<file path="src/rtl/raycast_pkg.sv">
// Shared constants and types for the ray-cast front end.
// Angles are carried in eighths of a degree.
package raycast_pkg;

  localparam int SCREEN_W            = 160;
  localparam int FOV_DEG             = 60;
  localparam int ANGLE_FRAC_BITS     = 3;
  localparam int FULL_CIRCLE_EIGHTHS = 2880;
  localparam int HALF_FOV_EIGHTHS    = 240;
  localparam int STEP_EIGHTHS        = 3;
  localparam int ANGLE_W             = 12;
  localparam int DEG_W               = 9;
  localparam int SLICE_W             = 8;

  typedef logic [ANGLE_W-1:0] angle_t;

  typedef enum logic [1:0] {
    IDLE,
    ISSUE,
    DONE
  } state_t;

endpackage

</file>
<file path="src/rtl/ray_angle_sequencer_if.sv">
// Sequencer <-> host/caster signal bundle.
// master is the sequencer side, slave the host/caster side.
interface ray_angle_sequencer_if;
  import raycast_pkg::*;

  logic               frame_start;
  logic [DEG_W-1:0]   player_angle;
  logic               ray_ready;
  logic               ray_valid;
  logic [SLICE_W-1:0] slice_idx;
  logic [DEG_W-1:0]   ray_angle_int;
  logic [2:0]         ray_angle_frac;
  logic               busy;
  logic               frame_done;

  modport master (
    input  frame_start,
    input  player_angle,
    input  ray_ready,
    output ray_valid,
    output slice_idx,
    output ray_angle_int,
    output ray_angle_frac,
    output busy,
    output frame_done
  );

  modport slave (
    output frame_start,
    output player_angle,
    output ray_ready,
    input  ray_valid,
    input  slice_idx,
    input  ray_angle_int,
    input  ray_angle_frac,
    input  busy,
    input  frame_done
  );

endinterface

</file>
<file path="src/rtl/angle_wrap_add.sv">
// Add or subtract two eighths-of-a-degree values modulo 360 deg.
// Both operands must already lie in [0, 2880).
module angle_wrap_add
  import raycast_pkg::*;
(
  input  angle_t a,
  input  angle_t b,
  input  logic   sub,
  output angle_t y
);

  localparam int SW = ANGLE_W + 1;
  localparam logic [SW-1:0] CIRCLE = SW'(FULL_CIRCLE_EIGHTHS);

  logic [SW-1:0] s;

  always_comb begin
    s = '0;
    if (sub) begin
      if (a < b) s = {1'b0, a} + CIRCLE - {1'b0, b};
      else       s = {1'b0, a} - {1'b0, b};
    end else begin
      s = {1'b0, a} + {1'b0, b};
      if (s >= CIRCLE) s = s - CIRCLE;
    end
    y = s[ANGLE_W-1:0];
  end

endmodule

</file>
<file path="src/rtl/ray_angle_sequencer.sv">
// Per-frame slice sequencer: emits one wrapped ray angle per
// screen column over a valid/ready handshake.
module ray_angle_sequencer
  import raycast_pkg::*;
#(
  parameter int NUM_SLICES = SCREEN_W
) (
  input  logic clk,
  input  logic reset,
  ray_angle_sequencer_if.master rif
);

  localparam logic [SLICE_W-1:0] LAST = SLICE_W'(NUM_SLICES - 1);

  state_t             state_q, state_d;
  angle_t             acc_q, acc_d;
  logic [SLICE_W-1:0] slice_q, slice_d;
  logic               valid_q, valid_d;
  logic               busy_q, busy_d;
  logic               done_q, done_d;

  logic [DEG_W-1:0] p_adj;
  angle_t           wa, wb, wy;
  logic             wsub;
  logic             xfer;

  // One shared wrap unit: start angle in IDLE, step otherwise.
  angle_wrap_add u_wrap (
    .a   (wa),
    .b   (wb),
    .sub (wsub),
    .y   (wy)
  );

  always_comb begin
    p_adj = rif.player_angle;
    if (rif.player_angle >= DEG_W'(360))
      p_adj = rif.player_angle - DEG_W'(360);

    wa   = acc_q;
    wb   = angle_t'(STEP_EIGHTHS);
    wsub = 1'b0;
    if (state_q == IDLE) begin
      wa   = {p_adj, 3'b000};
      wb   = angle_t'(HALF_FOV_EIGHTHS);
      wsub = 1'b1;
    end
  end

  assign xfer = valid_q & rif.ray_ready;

  always_comb begin
    state_d = state_q;
    acc_d   = acc_q;
    slice_d = slice_q;
    valid_d = valid_q;
    busy_d  = busy_q;
    done_d  = 1'b0;
    unique case (state_q)
      IDLE: begin
        if (rif.frame_start) begin
          acc_d   = wy;
          slice_d = '0;
          valid_d = 1'b1;
          busy_d  = 1'b1;
          state_d = ISSUE;
        end
      end
      ISSUE: begin
        if (xfer) begin
          if (slice_q == LAST) begin
            valid_d = 1'b0;
            busy_d  = 1'b0;
            done_d  = 1'b1;
            state_d = DONE;
          end else begin
            slice_d = slice_q + SLICE_W'(1);
            acc_d   = wy;
          end
        end
      end
      DONE: begin
        state_d = IDLE;
      end
      default: begin
        state_d = IDLE;
      end
    endcase
  end

  always_ff @(posedge clk) begin
    if (reset) begin
      state_q <= IDLE;
      acc_q   <= '0;
      slice_q <= '0;
      valid_q <= 1'b0;
      busy_q  <= 1'b0;
      done_q  <= 1'b0;
    end else begin
      state_q <= state_d;
      acc_q   <= acc_d;
      slice_q <= slice_d;
      valid_q <= valid_d;
      busy_q  <= busy_d;
      done_q  <= done_d;
    end
  end

  assign rif.ray_valid      = valid_q;
  assign rif.slice_idx      = slice_q;
  assign rif.ray_angle_int  = acc_q[ANGLE_W-1:3];
  assign rif.ray_angle_frac = acc_q[2:0];
  assign rif.busy           = busy_q;
  assign rif.frame_done     = done_q;

endmodule
</file>
<file path="src/flat_wrapper.sv">
// flat-port wrapper written by rule: the top's interface ports become plain ports
module ray_angle_sequencer_flat import raycast_pkg::*;
#(
  parameter int NUM_SLICES = SCREEN_W
)
  (clk, reset, rif_frame_start, rif_player_angle, rif_ray_ready, rif_ray_valid, rif_slice_idx, rif_ray_angle_int, rif_ray_angle_frac, rif_busy, rif_frame_done);
  ray_angle_sequencer_if rif_i ();
  input  logic clk;
  input  logic reset;
  input wire logic [$bits(rif_i.frame_start)-1:0] rif_frame_start;
  input wire logic [$bits(rif_i.player_angle)-1:0] rif_player_angle;
  input wire logic [$bits(rif_i.ray_ready)-1:0] rif_ray_ready;
  output wire logic [$bits(rif_i.ray_valid)-1:0] rif_ray_valid;
  output wire logic [$bits(rif_i.slice_idx)-1:0] rif_slice_idx;
  output wire logic [$bits(rif_i.ray_angle_int)-1:0] rif_ray_angle_int;
  output wire logic [$bits(rif_i.ray_angle_frac)-1:0] rif_ray_angle_frac;
  output wire logic [$bits(rif_i.busy)-1:0] rif_busy;
  output wire logic [$bits(rif_i.frame_done)-1:0] rif_frame_done;
  assign rif_i.frame_start = rif_frame_start;
  assign rif_i.player_angle = rif_player_angle;
  assign rif_i.ray_ready = rif_ray_ready;
  assign rif_ray_valid = rif_i.ray_valid;
  assign rif_slice_idx = rif_i.slice_idx;
  assign rif_ray_angle_int = rif_i.ray_angle_int;
  assign rif_ray_angle_frac = rif_i.ray_angle_frac;
  assign rif_busy = rif_i.busy;
  assign rif_frame_done = rif_i.frame_done;
  ray_angle_sequencer #(.NUM_SLICES(NUM_SLICES)) u_core (.clk(clk), .reset(reset), .rif(rif_i));
endmodule
</file>
<file path="config.mk">
export PLATFORM = sky130hd
export DESIGN_NAME = ray_angle_sequencer_flat
export DESIGN_NICKNAME = d
export VERILOG_FILES = /design/src/rtl/raycast_pkg.sv /design/src/rtl/ray_angle_sequencer_if.sv /design/src/rtl/angle_wrap_add.sv /design/src/rtl/ray_angle_sequencer.sv /design/src/flat_wrapper.sv
export SDC_FILE = /design/constraint.sdc
export NUM_CORES = 1
export LEC_CHECK = 0
export CAP_MARGIN = 20
export CORE_MARGIN = 4
export CORE_UTILIZATION = 61
export DETAILED_ROUTE_END_ITERATION = 10
export PLACE_DENSITY = 0.94
export SLEW_MARGIN = 5
export SYNTH_ARGS = -nofsm -noshare
export SYNTH_HDL_FRONTEND = slang
export SYNTH_SLANG_ARGS = --single-unit
</file>
<file path="constraint.sdc">
create_clock -name clk -period 7.65 [get_ports clk]
set_input_delay 1.53 -clock clk [delete_from_list [all_inputs] [get_ports clk]]
set_output_delay 1.53 -clock clk [all_outputs]
set_load 0.05 [all_outputs]
</file>
==> impl_metrics.json <==
{
  "syn2layout_area_growth_pct": 13.66,
  "htreeDepth": 1,
  "ioPinCount": 36,
  "fmax_mhz": 171.2,
  "fin_nets": 425,
  "reg2reg_depth": 17,
  "switching_power_w": 0.0002134,
  "yosysWarnings": 0,
  "path_clk_slew_ns": 0.08,
  "r2r_slack_ns": 3.12,
  "hold_path.class": "reg -> reg",
  "insertion_delay_ns": 0.26,
  "period_minus_slack_ns": 5.840,
  "endpoint_kind": "flop",
  "first_iter_violations": 357,
  "place_congestion": 0.9376,
  "reg2reg_from": "u_core.state_q[0]",
  "seqPwrFrac_pct": 30.0,
  "cts_root_buf": "clkbuf_8",
  "yosysSeqAreaShare_pct": 17.49,
  "yosysUniqueCellTypes": 71,
  "cts_sinks": 24,
  "grt_pass1_wl_um": 12170,
  "crit_path_end": "u_core.acc_q[7]",
  "syn_avg_cell_area_um2": 7.426,
  "critPathLaunch": "rif_player_angle[3]",
  "n_antenna_cell": 0,
  "required_ns": 7.83,
  "antenna_found_initial": 0,
  "cap_viol_max_count": 0,
  "synth-edff-count": 0,
  "hold_viol": 0,
  "tightest_slew_ns": 0.8913,
  "outcome": "finished clean",
  "fin_util_pct": 71.72,
  "drv_slew": 0,
  "synth_flop_cell": "dfxtp_1",
  "cts_resized": 0,
  "wire_per_inst_um": 16.84,
  "drive_above_1_share_pct": 5.371,
  "crit_fanout": 10,
  "p_leak_nw": 1.260,
  "syn_nets": 402,
  "path_class": "in -> reg",
  "comb_power_share_pct": 54.6,
  "p_total_w": 0.0004854,
  "die_area_um2": 5642,
  "die_w_um": 75.12,
  "async_flop_share_pct": 0,
  "stdcell_area_um2": 3123,
  "r2r-end": "u_core.acc_q[7]",
  "whs_ns": 0.5128,
  "ir_drop_uv": 154.2,
  "die_h_um": 75.12,
  "vias": 2912,
  "rsz0062_at_grt": "false",
  "rows": 24,
  "p_sw_share_pct": 43.97,
  "setup_viol": 0,
  "period_share_pct": 76.34,
  "core_area_um2": 4354,
  "viasPerCell": 6.573,
  "critPathLaunchType": "input port",
  "arrival_ns": 6.02,
  "place_area_um2": 3074,
  "port_buffers": 35,
  "dp_hpwl_um": 5610,
  "grt_max_degree": 33,
  "post-route-drc-count": 0,
  "cts_hold_buf": 0,
  "clockBufferDepth": 2,
  "p_int_w": 0.0002720,
  "synth.cell_area_um2": 2748,
  "grt_pass1_vias": 2624,
  "firstDrtPassIters": 5,
  "tns_ns": 0,
  "relSlewSlack_pct": 40.40,
  "netlist_instances": 370,
  "cts_setup_buffers": 0,
  "numCtsBuffers": 3,
  "antenna_left": 0,
  "clkPwrFrac_pct": 15.3,
  "ys_ff_latch": 24,
  "gr-total-overflow": 0,
  "cts_tree": "yes",
  "power.density_nw_per_um2": 155.4,
  "skew_ns": 0.002832,
  "wl_um": 7461,
  "start_util_pct": 63.10,
  "grt_use_total_pct": 26.90
}
cells in the mapped netlist (3+ instances only):
library cell	number	share of area, %
a211o_1	7	2.2
nand2_1	37	5.1
a22oi_1	4	1.1
inv_1	17	2.3
o2bb2ai_1	3	0.96
and2_1	5	1.1
o22ai_1	3	0.68
nor4_1	5	1.1
nand2b_1	6	1.4
nand3b_1	5	1.4
mux2i_1	8	2.9
a31oi_1	4	0.91
a211oi_1	4	1.1
a21oi_1	26	4.7
or3_1	5	1.1
o211ai_1	5	1.4
xnor2_1	12	3.8
o21ai_0	12	2.2
ha_1	19	8.7
a311o_1	3	1.1
nor2_1	41	5.6
nand3_1	6	1.1
dfxtp_1	24	17
and3_1	6	1.4
nand4_1	7	1.6
buf_6	3	1.2
a21o_1	5	1.4
nor3_1	9	1.6
xor2_1	11	3.5
o31ai_1	3	0.82
clkbuf_1	12	1.6
cells in the final DEF (no fill, tap or decap), drive strengths merged, types with 4 or more instances in the layout:
| cell type | count |
|---|---|
| nor4 | 5 |
| a211o | 7 |
| nor2 | 42 |
| mux2i | 8 |
| nand4 | 8 |
| nand3 | 6 |
| a211oi | 5 |
| clkdlybuf4s50 | 35 |
| a22oi | 4 |
| ha | 19 |
| and2 | 5 |
| a21o | 5 |
| or3 | 5 |
| and3 | 7 |
| o21ai | 14 |
| a21oi | 26 |
| nand2 | 37 |
| inv | 18 |
| nand3b | 5 |
| o211ai | 5 |
| nand2b | 6 |
| dfxtp | 24 |
| or2 | 5 |
| xnor2 | 13 |
| nor3 | 9 |
| xor2 | 11 |
| a31oi | 5 |
sequential cells by signal, indices dropped and copies added (netlist names):
register	cells
u_core.rif.frame_done	1
u_core.state_q	2
u_core.acc_q	12
u_core.rif.ray_valid	1
u_core.rif.slice_idx	8
cell type report:
class                   count  area [um^2]
multi-input cells         307         2087
well taps                  52        65.06
fillers                   321         1231
repair buffers             38        372.9
flip-flops and latches     24        480.5
inverters                  19        76.32
clock buffers               3        41.29
how the worst min path moves through the flow:
| stage | from | end | slack, ns | depth (start not counted) |
|---|---|---|---|---|
| floorplan | u_core.state_q[1] | u_core.state_q[0] | 0.66 | 2 |
| global placement | u_core.rif.slice_idx[1] | u_core.rif.slice_idx[1] | 0.48 | 2 |
| detailed placement | u_core.rif.slice_idx[1] | u_core.rif.slice_idx[1] | 0.49 | 2 |
| CTS | u_core.rif.slice_idx[1] | u_core.rif.slice_idx[1] | 0.51 | 2 |
| global route | u_core.rif.slice_idx[1] | u_core.rif.slice_idx[1] | 0.53 | 2 |
| finish | u_core.rif.slice_idx[1] | u_core.rif.slice_idx[1] | 0.51 | 2 |
routing by layer:
| metal | global-route usage [%] | routed length [um] |
|---|---|---|
| met1 | 37.20 | 3319 |
| met2 | 44.29 | 3507 |
| met3 | 4.406 | 529 |
| met4 | 5.138 | 104 |
| met5 | 0 | 0 |
cells by family (layout without fill, tap and decap cells):
family / count (synthesis) / count (layout) / share of synthesized area [%]
AND/OR/NAND/NOR: 150 / 150 / 27.91
AO/OA/AOI/OAI: 104 / 104 / 27.60
buffers and inverters: 39 / 60 / 6.557
XOR/XNOR: 24 / 24 / 7.924
flip-flops: 24 / 24 / 17.49
adder cells (fa/ha/maj): 19 / 19 / 8.652
multiplexers: 10 / 10 / 3.871
power by group through the flow:
stage          sequential (W)  combinational (W)  clock (W)
6_report             0.000146           0.000265  0.0000745
5_1_grt              0.000146           0.000285  0.0000773
4_1_cts              0.000145           0.000259  0.0000748
3_5_place_dp         0.000148           0.000257          0
3_3_place_gp         0.000148           0.000251          0
2_1_floorplan        0.000169           0.000176          0
stage by stage:
step,cells,worst slack (ns)
global placement,439,1.788
global route,443,1.487
floorplan,370,2.579
CTS,442,1.894
detailed placement,439,1.616
finish,443,1.810
worst max-delay path: stages:
cell	delay (ns)
clkdlybuf4s50_1	0.67
inv_1	0.08
ha_1	0.23
nand3b_1	0.30
o211a_1	0.34
o211ai_1	0.35
o21ai_0	0.13
ha_1	0.37
a2111oi_0	0.30
a211o_1	0.21
ha_1	0.16
nand2b_1	0.05
nor4_1	0.31
o2bb2ai_1	0.14
a22o_1	0.26
or4b_1	0.47
o211ai_1	0.10
Power figures use the tool's default switching activity.
==> RTL change 1: new RTL, same flow settings <==
The 3 states of `state_t` get a one-hot encoding in 3 bits.
--- a/src/rtl/raycast_pkg.sv
+++ b/src/rtl/raycast_pkg.sv
@@ -15,8 +15,8 @@
   typedef logic [ANGLE_W-1:0] angle_t;
 
-  typedef enum logic [1:0] {
-    IDLE,
-    ISSUE,
-    DONE
+  typedef enum logic [2:0] {
+    IDLE  = 3'b001,
+    ISSUE = 3'b010,
+    DONE  = 3'b100
   } state_t;
 
Function: same outputs for any inputs over 10 cycles, from zero or initial values and one cycle with reset high; not proved beyond that.
==> RTL change 1 against the original RTL <==
- synthesized area increased by 5.4%
- final area increased by 3.6%
- total power increased by 15%
- count of clock-buffer cells in the layout increased by 1
- setup slack improved by 410 ps
- sequential cell count increased by 1
- wire length decreased by 2.5%
- synthesized cell count increased by 0.27%
==> RTL change 1: results <==
group,metric,value,unit
status,status,"completed",
clock_network,path_clk_slew,80,ps
power,p_leak,1.25,nW
worst_hold_path,hold_path.class,"reg2reg",
worst_setup_path,r2r_start,"u_core.state_q[2]",
yosys,ys_seq_area_frac,0.173,
yosys,synth_area_leaders,"dfxtp_1, ha_1, xnor2_1",
worst_setup_path,cp.arrival,5570,ps
worst_setup_path,endpoint,"u_core.acc_q[8]",
drt,drt_iter0_markers,269,
yosys,ys_types,75,
finish,largest_reg_flops,12,
power,p_sw_frac,0.451,
worst_setup_path,reg2reg_depth,14,
finish,nets,422,
placed_design,place_congestion,0.920,
drt,wire_per_inst,16.5,um
global_route,grt_usage,0.249,
worst_setup_path,crit_fanout,7,
clock_network,htreeDepth,1,
finish,drive_gt1_frac,0.0720,
worst_setup_path,r2r_end,"u_core.acc_q[10]",
sta,fin_worst_skew,4.91,ps
drt,firstDrtPassIters,4,
power,ir_worst_vdd,0.0000955,V
worst_setup_path,critPathLaunch,"rif_player_angle[3]",
global_route,grt_max_degree,34,
global_route,antenna_found_initial,0,
yosys,yosys_warnings,0,
worst_setup_path,slowest_delay,550,ps
clock_network,cts_resized,0,
global_route,grt_first_pass_wirelength,12300,um
placed_design,dp_hpwl,5460,um
global_route,overflow,0,
clock_network,cts_sinks,25,
yosys,netlist_top_cells_count,"nor2_1, nand2_1, dfxtp_1, a21oi_1, xnor2_1",
sta,hold_ws,495,ps
global_route,grt_pass1_vias,2660,
yosys,synth_flop_cell,"dfxtp_1",
worst_setup_path,r2r_slack,3810,ps
placed_design,portBuffers,35,
sta,worst_pin_slew,841,ps
yosys,synthesis.nets,403,
finish,fill_cells,334,
drt,vias,2781,
-- RTL change 1: cell count changes after synthesis, sizes merged, moves of 4 or more --
cell / delta
xnor2: +10
nand2: -4
nor3b: +5
and3: -6
nor2: +6
or3: -4
nand3: +12
nand4: -6
a21o: -4
-- RTL change 1: through the flow --
stage	std cells	cell area [um^2]	setup WS (ps)	util
after floorplan	371	2900	3040	-
after global placement	437	3190	2200	0.713
after detailed placement	437	3190	1970	0.713
after CTS	441	3240	2280	0.723
after global routing	441	3240	1970	0.723
final	441	3240	2220	0.723
-- RTL change 1: cell families after synthesis --
kind of cell / share of synthesized area
mux: 0.0393
simple gates: 0.257
flops: 0.173
xor+xnor: 0.111
fa+ha+maj: 0.0821
buf+inv: 0.0743
compound gates: 0.263
-- RTL change 1: cell type report --
type,count,area share
Clock buffer,4,0.0139
Inverter,20,0.0271
Tap cell,52,0.0201
Sequential cell,25,0.155
Multi-Input combinational cell,304,0.674
Timing Repair Buffer,36,0.111
-- RTL change 1: metal layers --
metal  routed length (um)  track usage  share of wire  up-vias
li1                     -            -              -     1356
met1                 3280        0.338           0.45     1313
met2                 3400        0.404           0.47       87
met3                  389       0.0328          0.053       25
met4                  210       0.0851          0.029        0
met5                    0            0              0        -
-- RTL change 1: worst min-delay path by stage --
stage                                        from  cells after the start                       to
after floorplan                 u_core.state_q[0]                      2        u_core.state_q[0]
after global placement    u_core.rif.slice_idx[1]                      2  u_core.rif.slice_idx[1]
after detailed placement  u_core.rif.slice_idx[1]                      2  u_core.rif.slice_idx[1]
after CTS                 u_core.rif.slice_idx[1]                      2  u_core.rif.slice_idx[1]
after global routing      u_core.rif.slice_idx[1]                      2  u_core.rif.slice_idx[1]
final                     u_core.rif.slice_idx[1]                      2  u_core.rif.slice_idx[1]
-- RTL change 1: power groups by stage --
stage | combinational, W | sequential, W | clock, W
finish | 0.000330 | 0.000151 | 0.0000774
global route | 0.000357 | 0.000153 | 0.0000847
CTS | 0.000325 | 0.000151 | 0.0000786
detailed placement | 0.000323 | 0.000154 | 0
global placement | 0.000314 | 0.000154 | 0
floorplan | 0.000238 | 0.000174 | 0
-- RTL change 1: critical path: cells and delay by family --
family / cells / cell delay [ps]
XOR/XNOR: 1 / 360
AO/OA/AOI/OAI: 5 / 770
buffers and inverters: 2 / 690
multiplexers: 1 / 230
adder cells (fa/ha/maj): 3 / 770
AND/OR/NAND/NOR: 5 / 1220
==> RTL change 2: new RTL, same settings <==
Without the edit above. `SLICE_W`: 8 -> 6.
--- a/src/rtl/raycast_pkg.sv
+++ b/src/rtl/raycast_pkg.sv
@@ -11,5 +11,5 @@
   localparam int ANGLE_W             = 12;
   localparam int DEG_W               = 9;
-  localparam int SLICE_W             = 8;
+  localparam int SLICE_W             = 6;
 
   typedef logic [ANGLE_W-1:0] angle_t;
Ports: changed (resized rif_slice_idx); port bits go from 36 to 34. No check against the original RTL was run, so the function may have changed too.
==> RTL change 2 against the original RTL <==
- setup slack better by 240 ps
- synthesized area up 8.1%
- fmax up 4.3%
- final area up 6.6%
- clock skew about the same
- count of clock-buffer cells in the layout up 1
- highest routed layer unchanged
- sequential cell count down 2
- utilization down 1.3 points
- total power up 3.8%
- non-clock buffer count down 3
- wire length up 6.6%
- sequential power down 8%
==> RTL change 2: results <==
group,metric,value,unit
worst_setup_path,cp.arrival,5760,ps
global_route,antenna_found_initial,0,
clock_network,cts_resized,0,
yosys,avgSynthCellArea,7.66,um^2
worst_setup_path,crit_fanout,8,
worst_setup_path,slowest_delay,570,ps
sta,fin_worst_skew,3.03,ps
finish,drive_gt1_frac,0.0775,
drt,wire_per_inst,17.0,um
yosys,synth_area_leaders,"dfxtp_1, ha_1, xnor2_1",
yosys,async_reset_ff_frac,0,
power,p_sw_frac,0.446,
clock_network,ctsRootBufferMaster,"clkbuf_8",
clock_network,cts_tree,"built",
yosys,synthesis.nets,420,
clock_network,cts_buffers,3,
sta,worst_pin_slew,997,ps
yosys,ys_seq_area_frac,0.148,
drt,drt_iter0_markers,347,
worst_hold_path,hold_path.class,"reg2reg",
placed_design,place_congestion,0.929,
clock_network,path_clk_slew,80,ps
drt,firstDrtPassIters,5,
finish,fill_cells,392,
placed_design,portBuffers,33,
yosys,netlist_top_cells_count,"nor2_1, nand2_1, dfxtp_1, a21oi_1",
global_route,grt_first_pass_wirelength,13700,um
global_route,grt_usage,0.276,
placed_design,dpl_cell_area,0.00327,mm^2
finish,top_register,"u_core.acc_q",
clock_network,clockBufferDepth,2,
power,p_leak,1.28,nW
finish,diodes,0,
placed_design,dp_hpwl,6110,um
finish,largest_reg_flops,12,
worst_setup_path,crit_slowest_cell,"clkdlybuf4s50_1",
global_route,grt_pass1_vias,2927,
finish,nets,433,
worst_setup_path,cp_top_family,"compound AO/OA/AOI/OAI gates",
yosys,yosys_warnings,0,
placed_design,placed_cells,463,
drt,vias,3048,
clock_network,clk_latency,270,ps
status,status,"completed",
placed_design,dp_slack,1800,ps
yosys,ys_types,87,
clock_network,htreeDepth,1,
drt,routed_wirelength,7960,um
global_route,grt_max_degree,37,
clock_network,postCtsSetupBuffers,0,
power,ir_worst_vdd,0.0000775,V
RTL change 2: changes by cell type after synthesis, moves of 4 or more:
cell	change
a21oi_1	-6
o2111ai_1	+4
nor2b_1	+5
xnor2_1	+5
nor4_1	-4
nor4b_1	+4
nand3_1	+4
RTL change 2: area by class of cell:
type,instances,area (um^2),area share
clock buffers,4,55.1,0.0165
well taps,67,83.8,0.0252
repair buffers,35,345,0.104
inverters,21,83.8,0.0252
flip-flops and latches,22,440,0.132
multi-input cells,318,2320,0.697
RTL change 2: path summary, 6_finish.rpt:
kind	end	startpoint	cells after the start	slack (ps)
max reg2reg	u_core.acc_q[7]	u_core.state_q[0]	17	3210
min	u_core.acc_q[11]	u_core.acc_q[11]	2	530
max	u_core.acc_q[7]	rif_player_angle[3]	17	2050
min reg2reg	u_core.acc_q[11]	u_core.acc_q[11]	2	530
RTL change 2: power groups by stage:
stage	registers, W	clock network, W	logic (W)
2_1_floorplan	0.000153	0	0.000201
3_3_place_gp	0.000136	0	0.000270
3_5_place_dp	0.000137	0	0.000277
4_1_cts	0.000134	0.0000868	0.000280
5_1_grt	0.000136	0.0000942	0.000306
6_report	0.000135	0.0000858	0.000283
RTL change 2: cells by family after synthesis:
| group | share of synthesized area |
|---|---|
| AOI/OAI and AO/OA | 0.325 |
| xor gates and xnor gates | 0.0944 |
| adders and majority gates | 0.0800 |
| buffers and inverters | 0.0708 |
| DFF | 0.148 |
| muxes | 0.0341 |
| and+or+nand+nor | 0.247 |
RTL change 2: layer usage:
metal | track usage | wire (um)
met5 | 0 | 0
met4 | 0.151 | 335
met3 | 0.0232 | 526
met2 | 0.472 | 3830
met1 | 0.338 | 3270
